$ cat src/rtl/adder_pipe_if.sv
// adder_pipe_if: operand/result handshake bundle for adder_pipe.
// ovf exists only when ADDER_PIPE_OVF_EN is defined.
interface adder_pipe_if #(
  parameter int WIDTH = 8
);
  logic             inValid;
  logic             inReady;
  logic [WIDTH-1:0] add;
  logic [WIDTH-1:0] aug;
  logic             preC;
  logic             sub;
  logic             outValid;
  logic             outReady;
  logic [WIDTH-1:0] sum;
  logic             proC;
`ifdef ADDER_PIPE_OVF_EN
  logic             ovf;
`endif

  modport master (
    output inValid, add, aug, preC, sub,
    output outReady,
`ifdef ADDER_PIPE_OVF_EN
    input  ovf,
`endif
    input  inReady, outValid, sum, proC
  );

  modport slave (
    input  inValid, add, aug, preC, sub,
    input  outReady,
`ifdef ADDER_PIPE_OVF_EN
    output ovf,
`endif
    output inReady, outValid, sum, proC
  );
endinterface

$ cat src/rtl/adder_pipe.sv
// adder_pipe: chunked pipelined add/sub, one CHUNK per stage, global stall.
// Optional signed-overflow output enabled by ADDER_PIPE_OVF_EN.
module adder_pipe #(
  parameter int WIDTH  = 8,
  parameter int STAGES = 2
) (
  input  logic        clk,
  input  logic        rst_n,
  adder_pipe_if.slave bus
);
  localparam int C = WIDTH / STAGES;

  logic adv;

  for (genvar k = 0; k < STAGES; k++) begin : g
    localparam int RW = WIDTH - k * C;
    localparam int SW = (k + 1) * C;

    logic [RW-1:0] ai;
    logic [RW-1:0] bi;
    logic          ci;
    logic          vi;
    logic [C:0]    t;
    logic [SW-1:0] sn;
    logic [SW-1:0] s;
    logic          v;
    logic          c;

    if (k == 0) begin : src
      assign ai = bus.add;
      assign bi = bus.sub ? ~bus.aug : bus.aug;
      assign ci = bus.sub | bus.preC;
      assign vi = bus.inValid;
      assign sn = t[C-1:0];
    end else begin : src
      assign ai = g[k-1].hi.a;
      assign bi = g[k-1].hi.b;
      assign ci = g[k-1].c;
      assign vi = g[k-1].v;
      assign sn = {t[C-1:0], g[k-1].s};
    end

    assign t = {1'b0, ai[C-1:0]}
             + {1'b0, bi[C-1:0]}
             + {{C{1'b0}}, ci};

    // data holds across bubbles so sum only moves on a real load
    always_ff @(posedge clk or negedge rst_n) begin
      if (!rst_n) begin
        v <= 1'b0;
        c <= 1'b0;
        s <= '0;
      end else if (adv) begin
        v <= vi;
        if (vi) begin
          c <= t[C];
          s <= sn;
        end
      end
    end

    if (k < STAGES - 1) begin : hi
      logic [RW-C-1:0] a;
      logic [RW-C-1:0] b;

      always_ff @(posedge clk or negedge rst_n) begin
        if (!rst_n) begin
          a <= '0;
          b <= '0;
        end else if (adv && vi) begin
          a <= ai[RW-1:C];
          b <= bi[RW-1:C];
        end
      end
    end

`ifdef ADDER_PIPE_OVF_EN
    if (k == STAGES - 1) begin : of
      logic o;

      // carry into MSB is recovered from the MSB sum bit
      always_ff @(posedge clk or negedge rst_n) begin
        if (!rst_n) begin
          o <= 1'b0;
        end else if (adv && vi) begin
          o <= ai[RW-1] ^ bi[RW-1]
             ^ t[C-1] ^ t[C];
        end
      end
    end
`endif
  end

  assign adv          = !g[STAGES-1].v || bus.outReady;
  assign bus.inReady  = adv;
  assign bus.outValid = g[STAGES-1].v;
  assign bus.sum      = g[STAGES-1].s;
  assign bus.proC     = g[STAGES-1].c;
`ifdef ADDER_PIPE_OVF_EN
  assign bus.ovf      = g[STAGES-1].of.o;
`endif
endmodule

$ cat src/flat_wrapper.sv
// flat-port wrapper written by rule: the top's interface ports become plain ports
module adder_pipe_flat 
#(
  parameter int WIDTH  = 8,
  parameter int STAGES = 2
)
  (clk, rst_n, bus_inValid, bus_add, bus_aug, bus_preC, bus_sub, bus_outReady, bus_inReady, bus_outValid, bus_sum, bus_proC);
  adder_pipe_if #(.WIDTH(WIDTH)) bus_i ();
  input  logic clk;
  input  logic rst_n;
  input wire logic [$bits(bus_i.inValid)-1:0] bus_inValid;
  input wire logic [$bits(bus_i.add)-1:0] bus_add;
  input wire logic [$bits(bus_i.aug)-1:0] bus_aug;
  input wire logic [$bits(bus_i.preC)-1:0] bus_preC;
  input wire logic [$bits(bus_i.sub)-1:0] bus_sub;
  input wire logic [$bits(bus_i.outReady)-1:0] bus_outReady;
  output wire logic [$bits(bus_i.inReady)-1:0] bus_inReady;
  output wire logic [$bits(bus_i.outValid)-1:0] bus_outValid;
  output wire logic [$bits(bus_i.sum)-1:0] bus_sum;
  output wire logic [$bits(bus_i.proC)-1:0] bus_proC;
  assign bus_i.inValid = bus_inValid;
  assign bus_i.add = bus_add;
  assign bus_i.aug = bus_aug;
  assign bus_i.preC = bus_preC;
  assign bus_i.sub = bus_sub;
  assign bus_i.outReady = bus_outReady;
  assign bus_inReady = bus_i.inReady;
  assign bus_outValid = bus_i.outValid;
  assign bus_sum = bus_i.sum;
  assign bus_proC = bus_i.proC;
  adder_pipe #(.WIDTH(WIDTH), .STAGES(STAGES)) u_core (.clk(clk), .rst_n(rst_n), .bus(bus_i));
endmodule
$ cat config.mk
export PLATFORM = sky130hd
export DESIGN_NAME = adder_pipe_flat
export DESIGN_NICKNAME = d
export VERILOG_FILES = /design/src/rtl/adder_pipe_if.sv /design/src/rtl/adder_pipe.sv /design/src/flat_wrapper.sv
export SDC_FILE = /design/constraint.sdc
export NUM_CORES = 1
export LEC_CHECK = 0
export ABC_AREA = 1
export CORE_MARGIN = 3
export CORE_UTILIZATION = 30
export CTS_BUF_LIST = sky130_fd_sc_hd__clkbuf_8
export CTS_CLUSTER_SIZE = 28
export DETAILED_ROUTE_END_ITERATION = 6
export GPL_TIMING_DRIVEN = 0
export PLACE_DENSITY = 0.55
export SLEW_MARGIN = 10
export SYNTH_ARGS = -nofsm -noshare
export SYNTH_HDL_FRONTEND = slang
export SYNTH_SLANG_ARGS = --single-unit
$ cat constraint.sdc
create_clock -name clk -period 3.1 [get_ports clk]
set_clock_uncertainty 0.1 [all_clocks]
set_input_delay 0.62 -clock clk [delete_from_list [all_inputs] [get_ports clk]]
set_output_delay 0.62 -clock clk [all_outputs]
set_load 0.01 [all_outputs]
==> impl_metrics.yaml <==
run_status:
  status: "finished, final reports clean"
die:
  die_area_sq_um: 5240
  io_pins: 33
  core_sq_um: 4120
  chipHeight_um: 72.4
  fp.dieW_um: 72.4
  start_util: 0.321
  fp-row-count: 23
layout:
  diodes: 0
  utilization: 0.424
  seqCellArea_sq_um: 601
  postLayoutCellArea_sq_um: 1750
  num-fill-cells: 412
  drive_above_1_share: 0.126
  multi_input_area_sq_um: 633
  fin_nets: 208
  syn2layout_area_growth_pct: 32.0
run:
  cap_violations: 0
placed_design:
  placed_area_sq_um: 1700
  gp_congestion: 0.733
  io_buffers: 31
  dpl.hpwl_um: 2050
  post-place-ws_ns: 0.481
synthesis:
  synth_top_area_share: 0.454
  synth_top_flop_cell: "dfrtp_1"
  syn_avg_cell_area_sq_um: 9.45
  synth_seq_cells: 24
  ys_types: 21
  yosysMostFrequentCell: "nand2_1"
  synth_area_sq_um: 1320
  yosysWarnings: 0
  synthArstFlopShare: 1.00
  synth_area_leaders: "dfrtp_1 45%, nand2_1 15%, fa_1 6.1%, ha_1 5.7%, o21ai_2 4.0%"
  synth_largest_area_cell: "dfrtp_1"
  synth_nets: 172
  ys_seq_area_frac: 0.454
  synth_top_cells_by_count: "53 x nand2_1, 24 x dfrtp_1, 9 x inv_1"
  synth_edf_count: 0
  synth_cells: 140
sta:
  fmax_ghz: 0.394
  worst_slew_pin_slew_ns: 0.543
  min_period_ns: 2.54
  post-route-period-util: 0.819
  drv_slew: 0
  layout_setup_ws_ns: 0.561
  slew_headroom: 0.638
  rsz0062_at_grt: "no"
  setup_viol: 0
  tns_ns: 0
  hold_viol_final: 0
setup_path:
  start_kind: "input port"
  cp.arrival_ns: 1.82
  startpoint: "bus_outReady"
  r2r-start: "u_core.g[0].hi.b[0]"
  path_max_fanout: 4
  required_ns: 2.38
  endpoint_kind: "output pin"
  crit_type: "input port to output pin"
clocking:
  worst_skew_pair.late_latency_ns: 0.27
  cts_htree_levels: 1
  cts.sinks: 24
  cts_resized: 0
  cts.reportedPaths.clkPinSlew_ns: 0.09
  cts_tree: "built"
  cts_hold_buf: 0
  cts_buffer_depth: 2
  postCtsSetupBuffers: 0
  clock_tree.root_cell: "clkbuf_8"
  numCtsBuffers: 3
detailed_routing:
  wl_per_cell_um: 11.5
  drt_iter0_markers: 45
  drt_drc_violations_left: 0
  avgViaCountPerCell: 4.46
  ant_nets: 0
  routed_wirelength_um: 2590
  firstDrtPassIters: 4
  via_count: 1003
grt:
  grt_usage: 0.111
  grt_max_degree: 25
  grt_antenna_before_repair: 0
  grt_pass1_vias: 998
  grt_overflow: 0
  grt_pass1_wl_um: 4370
pwr:
  p_per_area_nw_per_um2: 620
  leakage_uw: 0.000828
  p_total_uw: 1080
  ir_drop_v: 0.000179
hold_path:
  hold_class: "input port to async pin"
-- worst max-delay path, cell delays in order --
cell,delay [ns]
clkdlybuf4s50_1,0.50
nor2_4,0.07
inv_4,0.09
clkdlybuf4s50_1,0.54
-- per-layer routing --
layer	track usage	up-vias	share of wire
met3	0.0180	5	0.044
met1	0.138	460	0.45
met4	0.0799	0	0.030
met2	0.173	30	0.48
met5	0	-	0
li1	-	508	-
-- power by group --
part / switching, uW / leakage, uW / total, uW / internal [uW]
combinational: 201 / 0.000503 / 421 / 220
sequential: 48.8 / 0.000296 / 449 / 400
clock: 99.2 / 0.0000288 / 213 / 114
total: 349 / 0.000828 / 1080 / 733
-- worst paths after layout --
kind                                          end  slack [ns]  cells past startpoint
worst min-delay path            u_core.bus.sum[6]        0.22                      1
worst min register to register  u_core.bus.sum[7]        0.38                      2
worst max-delay path                  bus_inReady        0.56                      4
max in group asynchronous        u_core.g[0].s[0]        2.31                      1
worst max register to register  u_core.bus.sum[5]        1.44                      4
min in group clk                u_core.bus.sum[7]        0.38                      2
-- kinds of logic after synthesis --
| kind of cell | after synthesis | share of synthesized area |
|---|---|---|
| AO/OA/AOI/OAI | 15 | 0.0738 |
| adder cells (fa/ha/maj) | 10 | 0.117 |
| AND/OR/NAND/NOR | 66 | 0.221 |
| buffers and inverters | 15 | 0.0672 |
| XOR/XNOR | 10 | 0.0662 |
| flip-flops | 24 | 0.454 |
-- state kept, by name, summed over array words and instances, names as in the netlist --
register             flops
u_core.g.s               4
u_core.g.v               1
u_core.g.c               1
u_core.g.hi.b            4
u_core.g.hi.a            4
u_core.bus.outValid      1
u_core.bus.sum           8
u_core.bus.proC          1
-- area by class of cell --
type	count	area share
clock buffers	4	0.0315
plain buffers	3	0.0222
repair buffers	31	0.175
inverters	12	0.0287
multi-input cells	101	0.363
flip-flops and latches	24	0.344
well taps	50	0.0358
-- metrics by stage --
step | hold slack, ns | std cells
2_1_floorplan | 0.224 | 140
3_3_place_gp | 0.354 | 221
3_5_place_dp | 0.363 | 221
4_1_cts | 0.383 | 225
5_1_grt | 0.255 | 225
6_report | 0.220 | 225
-- cells in the final DEF (no fill, tap or decap) --
cell type        count
nand2_1             53
inv_4                2
nand2_8              1
dfrtp_1             24
fa_1                 4
inv_2                1
buf_12               1
a21oi_1              3
o21ai_0              4
xor2_1               5
or2_2                2
clkbuf_8             4
ha_1                 6
buf_2                1
buf_4                1
nor2_1               1
clkdlybuf4s50_1     30
nand3_1              7
o21ai_2              6
buf_6                1
xnor2_1              5
nor2_4               2
inv_1                9
o21ai_1              2
No activity file was read; power rests on OpenSTA's default activity.
==> patch (config.mk and constraints unchanged) <==
`WIDTH` is set to 8 in 3 places; all go to 6.
--- a/src/rtl/adder_pipe_if.sv
+++ b/src/rtl/adder_pipe_if.sv
@@ -1,7 +1,7 @@
 // adder_pipe_if: operand/result handshake bundle for adder_pipe.
 // ovf exists only when ADDER_PIPE_OVF_EN is defined.
 interface adder_pipe_if #(
-  parameter int WIDTH = 8
+  parameter int WIDTH = 6
 );
   logic             inValid;
   logic             inReady;
--- a/src/rtl/adder_pipe.sv
+++ b/src/rtl/adder_pipe.sv
@@ -1,7 +1,7 @@
 // adder_pipe: chunked pipelined add/sub, one CHUNK per stage, global stall.
 // Optional signed-overflow output enabled by ADDER_PIPE_OVF_EN.
 module adder_pipe #(
-  parameter int WIDTH  = 8,
+  parameter int WIDTH  = 6,
   parameter int STAGES = 2
 ) (
   input  logic        clk,
--- a/src/flat_wrapper.sv
+++ b/src/flat_wrapper.sv
@@ -1,7 +1,7 @@
 // flat-port wrapper written by rule: the top's interface ports become plain ports
 module adder_pipe_flat 
 #(
-  parameter int WIDTH  = 8,
+  parameter int WIDTH  = 6,
   parameter int STAGES = 2
 )
   (clk, rst_n, bus_inValid, bus_add, bus_aug, bus_preC, bus_sub, bus_outReady, bus_inReady, bus_outValid, bus_sum, bus_proC);
Interface: changed (resized bus_add, bus_aug and bus_sum); port bits go from 33 to 27. The function was not compared with the original's and may differ.
==> patch against the unedited design <==
Setup slack improved by 0.046 ns; sequential cell count decreased by 5; cell area decreased by 23%; count of clock-buffer cells in the layout decreased by 1; power decreased by 25%; fmax increased by 1.9%; area after synthesis decreased by 24%; critical endpoint unchanged; critical path type unchanged; wire length decreased by 33%; highest routed layer unchanged.
==> patch: results (changes against the unedited design) <==
result of the run: finished clean
H-Tree Level Count: 1 (unchanged)
cell types with the largest area share after synthesis: sky130_fd_sc_hd__dfrtp_1, sky130_fd_sc_hd__nand2_1, sky130_fd_sc_hd__fa_1, sky130_fd_sc_hd__xor2_1, sky130_fd_sc_hd__ha_1
maximum number of pins on one net before global-route repair: 20 (-20%)
Via Count: 746 (-26%)
Resize count post-CTS: 0 (unchanged)
most frequently used flop master after synthesis: sky130_fd_sc_hd__dfrtp_1
largest area contributor in the netlist: sky130_fd_sc_hd__dfrtp_1
worst reg2reg setup slack: 1.42 ns (-0.02 ns)
IR drop worst, VDD: 0.164 mV (-8.0%)
total wire length after detailed routing: 1730 um (-33%)
critical path capture point: bus_inReady
cell with the largest stage delay on the worst path: sky130_fd_sc_hd__clkdlybuf4s50_1
Critical R2R Capture: u_core.bus.sum[5]$_DFFE_PN0P_
transition time of the tightest slew-check pin: 0.799 ns (+0.256 ns)
vias in the first global route: 718 (-28%)
Min-Delay Endpoint: u_core.bus.proC$_DFFE_PN0P_
post-detailed-placement cell area: 0.00131 mm^2 (-23%)
First-pass DRT Iterations: 4 (unchanged)
syn avg cell area: 9.18 um^2 (-2.8%)
Yosys warnings: 0 (unchanged)
number of diodes added for antenna fixing: 0 (unchanged)
share of layout cells above drive strength 1: 0.0870 (-0.0388)
maximum clock frequency: 401 MHz (+1.9%)
ranking of synthesized cells by instance count: sky130_fd_sc_hd__nand2_1, sky130_fd_sc_hd__dfrtp_1, sky130_fd_sc_hd__inv_1
latest clock arrival within the worst-skew pair: 0.26 ns
arrival time worst endpoint: 1.77 ns (-0.05 ns)
start point of the critical path: bus_outReady
Total Routing Usage GR: 0.0916 (-0.0190)
Vias per Instance: 4.10 (-8.1%)
critical path peak fanout: 5 (+1)
Cell variety after synth: 15 (-29%)
final estimated routing congestion in global placement: 0.730 (-0.35%)
first-pass GRT wire length: 2930 um (-33%)
Max stage delay on crit path: 0.55 ns
number of port buffers: 25 (-19%)
Inst Count DP: 178 (-19%)
startpoint of the lowest-slack register-to-register path: u_core.g[0].hi.b[0]$_DFFE_PN0P_
iteration-0 DRC count of the detailed router: 29 (-36%)
type of the worst min-delay path: flop to flop
synthesized net count: 135 (-22%)
CTS root buf: sky130_fd_sc_hd__clkbuf_8
worst hold path cell count: 2
number of flip-flops under the largest register name: 6 (-2)
share of the yosys chip area belonging to registers: 0.475 (+0.0209)
length in cells of the worst reg-to-reg path: 6 (+2)
Post CTS Setup Buffer Count: 0 (unchanged)
count of final setup violators: 0 (unchanged)
net count reported at finish: 165 (-21%)
hold path startpoint: u_core.bus.proC$_DFFE_PN0P_
number of buffers on the longest clock path: 2 (unchanged)
antenna violations before repair: 0 (unchanged)
Async SR Flop Fraction: 1.00 (unchanged)
Leakage Power: 0.686 nW (-17%)
design internal power: 0.561 mW (-23%)
clock slew at the register clock pins of the worst setup and hold paths: 0.07 ns (-0.02 ns)
placed wire-length estimate after detailed placement: 1410 um (-31%)
number of buffers inserted during clock tree synthesis: 3 (unchanged)
post-placement setup slack: 0.593 ns (+0.112 ns)
## patch: changes by cell type after synthesis, moves of 3 or more
cell                      delta
sky130_fd_sc_hd__xnor2_1     -3
sky130_fd_sc_hd__nand2_4     +3
sky130_fd_sc_hd__nand2_1     -5
sky130_fd_sc_hd__nand3_1     -5
sky130_fd_sc_hd__o21ai_2     -6
sky130_fd_sc_hd__dfrtp_1     -5
## patch: per-layer routing
metal | wire length [um] | vias up | track usage
met5 | 0 | - | 0
met4 | 47 | 0 | 0.0647
met3 | 94 | 4 | 0.0176
met2 | 826 | 22 | 0.159
met1 | 762 | 336 | 0.0994
li1 | - | 384 | -
## patch: final cells by class
class	instances	area, um^2
Multi-Input combinational cell	76	458
Inverter	12	45.0
Clock inverter	1	5.00
Fill cell	337	1780
Sequential cell	19	475
Tap cell	44	55.1
Timing Repair Buffer	25	250
Buffer	2	22.5
Clock buffer	3	41.3
## patch: power groups by stage
stage	logic, mW	registers (mW)	clock network [mW]
2_1_floorplan	0.137	0.374	0
3_3_place_gp	0.288	0.357	0
3_5_place_dp	0.294	0.361	0
4_1_cts	0.295	0.357	0.177
5_1_grt	0.328	0.365	0.184
6_report	0.288	0.354	0.171
## patch: worst max-delay path: cells and delay by family
kind | cells | cell delay (ns)
buffers and inverters | 3 | 1.06
and+or+nand+nor | 1 | 0.09
## patch: logic make-up after synthesis
logic type,share of synthesized area
fa+ha+maj,0.130
buf+inv,0.0675
compound gates,0.0300
simple gates,0.227
xor+xnor,0.0700
flops,0.475
## patch: per-stage QoR
| stage | power, mW | hold WS [ns] |
|---|---|---|
| after CTS | 0.829 | 0.385 |
| after detailed placement | 0.655 | 0.357 |
| after global routing | 0.876 | 0.403 |
| final | 0.813 | 0.377 |
| after global placement | 0.645 | 0.358 |
| after floorplan | 0.512 | 0.224 |
